$ cat src/rtl/alu_exec.sv
// Execute-stage ALU: registered ALU/branch results with an iterative one-bit-per-cycle shifter.
// Define ALU_FAST_SHIFT_EN to replace the iterative shifter with a single-cycle barrel shifter.
module alu_exec #(
  parameter int XLEN = 32
) (
  input  logic            clk,
  input  logic            rst_n,
  input  logic            valid_i,
  output logic            ready_o,
  input  logic            flush_i,
  input  logic [3:0]      alu_ctrl_i,
  input  logic            branch_i,
  input  logic [XLEN-1:0] op_a_i,
  input  logic [XLEN-1:0] op_b_i,
  output logic            valid_o,
  output logic [XLEN-1:0] result_o,
  output logic            zero_o,
  output logic            branch_taken_o,
  output logic            dbg_state
);

  // Handshake: an op is taken on a rising edge with valid_i && ready_o && !flush_i;
  // upstream holds its inputs while ready_o is low; valid_o is a one-cycle pulse, no backpressure.
  logic [4:0]      shamt;
  logic            accept;
  logic [XLEN-1:0] alu_res;
  logic            take;
  logic [XLEN-1:0] sll_res, srl_res, sra_res;

  assign shamt  = op_b_i[4:0];
  assign accept = valid_i && ready_o && !flush_i;

`ifdef ALU_FAST_SHIFT_EN
  assign sll_res = op_a_i << shamt;
  assign srl_res = op_a_i >> shamt;
  assign sra_res = $signed(op_a_i) >>> shamt;
`else
  // Only reached with shamt 0; nonzero amounts go through the SHIFT state.
  assign sll_res = op_a_i;
  assign srl_res = op_a_i;
  assign sra_res = op_a_i;
`endif

  always_comb begin
    alu_res = '0;
    take    = 1'b0;
    if (branch_i) begin
      case (alu_ctrl_i[2:0])
        3'b000:  take = (op_a_i == op_b_i);
        3'b001:  take = (op_a_i != op_b_i);
        3'b100:  take = ($signed(op_a_i) <  $signed(op_b_i));
        3'b101:  take = ($signed(op_a_i) >= $signed(op_b_i));
        3'b110:  take = (op_a_i <  op_b_i);
        3'b111:  take = (op_a_i >= op_b_i);
        default: take = 1'b0;
      endcase
    end else begin
      case (alu_ctrl_i)
        4'b0000: alu_res = op_a_i + op_b_i;
        4'b1000: alu_res = op_a_i - op_b_i;
        4'b0001: alu_res = sll_res;
        4'b0101: alu_res = srl_res;
        4'b1101: alu_res = sra_res;
        4'b0010: alu_res = {{(XLEN-1){1'b0}}, ($signed(op_a_i) < $signed(op_b_i))};
        4'b0011: alu_res = {{(XLEN-1){1'b0}}, (op_a_i < op_b_i)};
        4'b0100: alu_res = op_a_i ^ op_b_i;
        4'b0110: alu_res = op_a_i | op_b_i;
        4'b0111: alu_res = op_a_i & op_b_i;
        default: alu_res = '0;
      endcase
    end
  end

`ifdef ALU_FAST_SHIFT_EN
  assign ready_o   = 1'b1;
  assign dbg_state = 1'b0;

  always_ff @(posedge clk or negedge rst_n) begin
    if (!rst_n) begin
      valid_o        <= 1'b0;
      result_o       <= '0;
      zero_o         <= 1'b0;
      branch_taken_o <= 1'b0;
    end else begin
      valid_o <= 1'b0;
      if (accept) begin
        result_o       <= alu_res;
        zero_o         <= (alu_res == '0);
        branch_taken_o <= take;
        valid_o        <= 1'b1;
      end
    end
  end
`else
  typedef enum logic {IDLE = 1'b0, SHIFT = 1'b1} state_t;

  state_t          state_q, state_d;
  logic            is_shift;
  logic [XLEN-1:0] work_q, work_nxt;
  logic [4:0]      cnt_q;
  logic            left_q, arith_q;

  assign is_shift  = !branch_i && ((alu_ctrl_i == 4'b0001) || (alu_ctrl_i == 4'b0101) ||
                                   (alu_ctrl_i == 4'b1101));
  assign ready_o   = (state_q == IDLE);
  assign dbg_state = (state_q == SHIFT);
  assign work_nxt  = left_q ? {work_q[XLEN-2:0], 1'b0}
                            : {arith_q & work_q[XLEN-1], work_q[XLEN-1:1]};

  always_ff @(posedge clk or negedge rst_n) begin
    if (!rst_n) state_q <= IDLE;
    else        state_q <= state_d;
  end

  always_comb begin
    state_d = state_q;
    case (state_q)
      IDLE:    if (accept && is_shift && (shamt != 5'd0)) state_d = SHIFT;
      SHIFT:   if (flush_i || (cnt_q == 5'd1))            state_d = IDLE;
      default: state_d = IDLE;
    endcase
  end

  always_ff @(posedge clk or negedge rst_n) begin
    if (!rst_n) begin
      valid_o        <= 1'b0;
      result_o       <= '0;
      zero_o         <= 1'b0;
      branch_taken_o <= 1'b0;
      work_q         <= '0;
      cnt_q          <= '0;
      left_q         <= 1'b0;
      arith_q        <= 1'b0;
    end else begin
      valid_o <= 1'b0;
      if (state_q == IDLE) begin
        if (accept && is_shift && (shamt != 5'd0)) begin
          work_q  <= op_a_i;
          cnt_q   <= shamt;
          left_q  <= (alu_ctrl_i == 4'b0001);
          arith_q <= alu_ctrl_i[3];
        end else if (accept) begin
          result_o       <= alu_res;
          zero_o         <= (alu_res == '0);
          branch_taken_o <= take;
          valid_o        <= 1'b1;
        end
      end else if (!flush_i) begin
        // A flush abandons the shift and leaves the result registers untouched.
        work_q <= work_nxt;
        cnt_q  <= cnt_q - 5'd1;
        if (cnt_q == 5'd1) begin
          result_o       <= work_nxt;
          zero_o         <= (work_nxt == '0);
          branch_taken_o <= 1'b0;
          valid_o        <= 1'b1;
        end
      end
    end
  end
`endif

endmodule

$ cat config.mk
export PLATFORM = sky130hd
export DESIGN_NAME = alu_exec
export DESIGN_NICKNAME = d
export VERILOG_FILES = /design/src/rtl/alu_exec.sv
export SDC_FILE = /design/constraint.sdc
export NUM_CORES = 1
export LEC_CHECK = 0
export ABC_AREA = 1
export BUFFER_PORTS_ARGS = -buffer_cell sky130_fd_sc_hd__buf_2
export CAP_MARGIN = 20
export CORE_MARGIN = 3
export CORE_UTILIZATION = 40
export CTS_BUF_LIST = sky130_fd_sc_hd__clkbuf_8
export CTS_CLUSTER_SIZE = 8
export DETAILED_ROUTE_END_ITERATION = 10
export HOLD_SLACK_MARGIN = 0.15
export PLACE_DENSITY = 0.61
export SETUP_SLACK_MARGIN = 0.4
export SLEW_MARGIN = 20
export SYNTH_ARGS = -nofsm -noshare
export SYNTH_HDL_FRONTEND = slang
export SYNTH_SLANG_ARGS = --single-unit
$ cat constraint.sdc
create_clock -name clk -period 1.75 [get_ports clk]
set_input_delay 0.175 -clock clk [delete_from_list [all_inputs] [get_ports clk]]
set_output_delay 0.175 -clock clk [all_outputs]
set_load 0.005 [all_outputs]
==> results.sh <==
export IMPL_status="complete, but fails checks"
export IMPL_violations="setup timing"
export IMPL_grt_usage=0.3651
export IMPL_die_area_um2=29880
export IMPL_critPathMaxFanout=19
export IMPL_yosys_warnings=0
export IMPL_insertion_delay_ns=0.37
export IMPL_drv_cap=0
export IMPL_syn2layout_area_growth_pct=85.02
export IMPL_path_buf_inv=2
export IMPL_cts_buffers=9
export IMPL_cts_root_buffer="clkbuf_8"
export IMPL_synthTopCellsByArea="nand2_1 (19%), dfrtp_1 (17%), ha_1 (13%), inv_1 (11%), nand3_1 (8.2%)"
export IMPL_drt_pass1_iter_count=8
export IMPL_start_util=0.4098
export IMPL_tightestPinTransition_ns=0.6162
export IMPL_clkTransAtPathRegs_ns=0.08
export IMPL_core_area_um2=27180
export IMPL_fin_crit_ns=2.165
export IMPL_antenna_cells=0
export IMPL_synth_top_area_cell="nand2_1"
export IMPL_timing_setup_tns_ns=-8.341
export IMPL_io_buffers=109
export IMPL_postRouteAntennaNets=0
export IMPL_drv_slew=0
export IMPL_n_fill_cell=2089
export IMPL_via_count=16310
export IMPL_vias_per_cell=5.573
export IMPL_dpl_cell_area_um2=15750
export IMPL_required_ns=2.05
export IMPL_leakage_nw=10.47
export IMPL_comb_power_share=0.645
export IMPL_critPathArrivalTime_ns=2.46
export IMPL_critPathKind="reg -> reg"
export IMPL_multi_input_area_um2=10550
export IMPL_top_regs="result_o: 32 flops, work_q: 32 flops, cnt_q: 5 flops"
export IMPL_die_w_um=172.9
export IMPL_finalCritPeriodShare=1.237
export IMPL_cts_max_level=3
export IMPL_final_nets=2740
export IMPL_fin_skew_ns=0.01945
export IMPL_internal_power_w=0.006153
export IMPL_grt_pass1_vias=15300
export IMPL_pwr_density_cell_nw_per_um2=551.3
export IMPL_drc_errors=0
export IMPL_synth_distinct_cells=44
export IMPL_rsz0062_at_grt="true"
export IMPL_fp_dieH_um=172.9
export IMPL_switching_share=0.4583
export IMPL_first_iter_violations=1998
export IMPL_max_slew_margin=0.5892
export IMPL_crit_top_cell="nor2_1"
export IMPL_gp_congestion=0.9918
export IMPL_fmax_ghz=0.4619
export IMPL_io_pins=110
export IMPL_wl_per_cell_um=21.26
export IMPL_synthCells=1931
export IMPL_finalWorstSetupSlack_ns=-0.4148
export IMPL_avgSynthCellArea_um2=5.767
export IMPL_drive_above_1_share=0.5376
export IMPL_grt_pass1_wl_um=86110
export IMPL_finalWirelength_um=62220
export IMPL_holdCritPathClass="in -> reg"
export IMPL_grt_start_max_net_pins=51
export IMPL_yosysTopAreaCellShare=0.1898
export IMPL_clkPwrFrac=0.137
export IMPL_rows=60
export IMPL_critPathTopFamily="simple AND/OR/NAND/NOR gates"
export IMPL_seq_area_um2=1878
export IMPL_clock_sinks=75
export IMPL_critical_path_slowest_cell="dfrtp_1"
export IMPL_cts_tree="done"
export IMPL_grt_overflow_total=0
export IMPL_cts_buffer_depth=2
export IMPL_crit_path_end_kind="flip-flop"
export IMPL_design_area_um2=20610
export IMPL_synth_seq_area_share=0.1685
export IMPL_ir_worst_vdd_mv=0.4105
export IMPL_setup_viol=64
export IMPL_antenna_found_initial=0
export IMPL_start_kind="flip-flop"
export IMPL_syn_area_um2=11140
export IMPL_crit_chain="buf_12, inv_1, a21oi_1, nand2_1, nor4_1, nand4_1, nor2_1, nor2_1, a21oi_2"
export IMPL_dp_hpwl_um=42810
export IMPL_hold_viol_final=0
export IMPL_ys_ff_latch=75
export IMPL_switchingPower_w=0.005207
export IMPL_power_share_sequential=0.218
export IMPL_cpPeakStageDelay_ns=0.41
export IMPL_synth_nets=2122
[routing by layer]
layer / wire length [um] / global-route usage
met1: 24780 / 0.4904
met3: 5306 / 0.03008
met4: 3970 / 0.1557
met5: 0 / 0
met2: 28160 / 0.6034
[cell families (layout without fill, tap and decap cells)]
| group | count (synthesis) | count (layout) | synth area share |
|---|---|---|---|
| fa+ha+maj | 118 | 118 | 0.1339 |
| buf+inv | 431 | 1053 | 0.1554 |
| simple gates | 996 | 997 | 0.3820 |
| xor+xnor | 2 | 2 | 0.001573 |
| flops | 75 | 75 | 0.1685 |
| compound gates | 309 | 309 | 0.1586 |
[layout by cell type (no fill, tap or decap), types with 33 or more instances in the layout]
cell     instances
inv_1          229
nor2_1          67
nand3_2         68
nand2_1        376
o21ai_1         39
inv_2           97
o21ai_0         63
nor2_4          54
nor2_2          51
dfrtp_1         74
nand2_2        138
buf_2           84
a21oi_1         33
ha_4            34
nand3_1         88
buf_4          427
ha_1            76
buf_6          115
nand2_4         59
[metrics by stage]
stage                 util  hold slack [ns]  total power, W  worst slack [ns]  instances
finish              0.7582           0.2331         0.01136           -0.4148       2926
detailed placement  0.5797          0.06678        0.007602           -0.9672       2780
CTS                 0.7100           0.2011         0.01023           -0.2767       2899
floorplan                -          -0.1206        0.005117           -0.2508       1931
global route        0.7582           0.2461         0.01193           -0.5175       2926
global placement    0.5797          0.06678        0.007554           -0.9747       2780
[repair_timing]
item	CTS	global route
buffers inserted	89	20
endpoints found under the hold margin	76	0
resized for setup	624	273
gates cloned	12	7
hold buffers	2	0
setup endpoints to repair	73	77
pin swaps	184	123
[synthesized netlist by cell type (all sizes together)]
master	n
nor3	14
or2	7
nand2	577
a31oi	38
inv	349
nor2	172
nand4	21
and2	3
nand3b	2
a221oi	15
and3	5
nand3	188
o21ai	133
nor4	7
a211oi	1
clkinv	4
o22ai	27
o211ai	6
buf	50
clkbuf	28
o221ai	7
o21bai	7
dfrtp	75
a2111oi	1
xor2	1
a21oi	71
fa	2
o2111ai	2
o21a	1
xnor2	1
ha	116
[tightest hold or removal path, cell delays in order]
cell      delay, ns
buf_6          0.09
buf_4          0.14
o211ai_1       0.10
o21ai_2        0.06
[path summary, 6_finish.rpt]
| check | start | endpoint | slack [ns] | cells after the start |
|---|---|---|---|---|
| max | left_q$_DFFE_PN0P_ | zero_o$_DFFE_PN0P_ | -0.41 | 9 |
| min | op_b_i[4] | cnt_q[4]$_DFFE_PN0P_ | 0.23 | 4 |
| max reg2reg | left_q$_DFFE_PN0P_ | zero_o$_DFFE_PN0P_ | -0.41 | 9 |
| min reg2reg | result_o[0]$_DFFE_PN0P_ | result_o[0]$_DFFE_PN0P_ | 0.51 | 2 |
| max in group asynchronous | rst_n | work_q[30]$_DFFE_PN0P_ | 0.88 | 3 |
| min in group asynchronous | rst_n | cnt_q[2]$_DFFE_PN0P_ | 0.26 | 2 |
[power by group through the flow]
stage                     Sequential [W]  Combinational (W)  Clock, W
final                            0.00248            0.00733   0.00155
after global routing             0.00251            0.00778   0.00164
after CTS                        0.00239            0.00631   0.00152
after detailed placement         0.00240            0.00520         0
after global placement           0.00240            0.00516         0
after floorplan                  0.00237            0.00275         0
[layout make-up]
| cell class | instances | share of cell area |
|---|---|---|
| timing repair buffer | 678 | 0.2896 |
| timing repair inverter | 6 | 0.004918 |
| tap | 372 | 0.02259 |
| clock inverter | 5 | 0.003643 |
| inverter | 353 | 0.06904 |
| multi-input combinational | 1426 | 0.5117 |
| sequential | 75 | 0.09114 |
| clock buffer | 11 | 0.007347 |
Power figures use the tool's default switching activity.
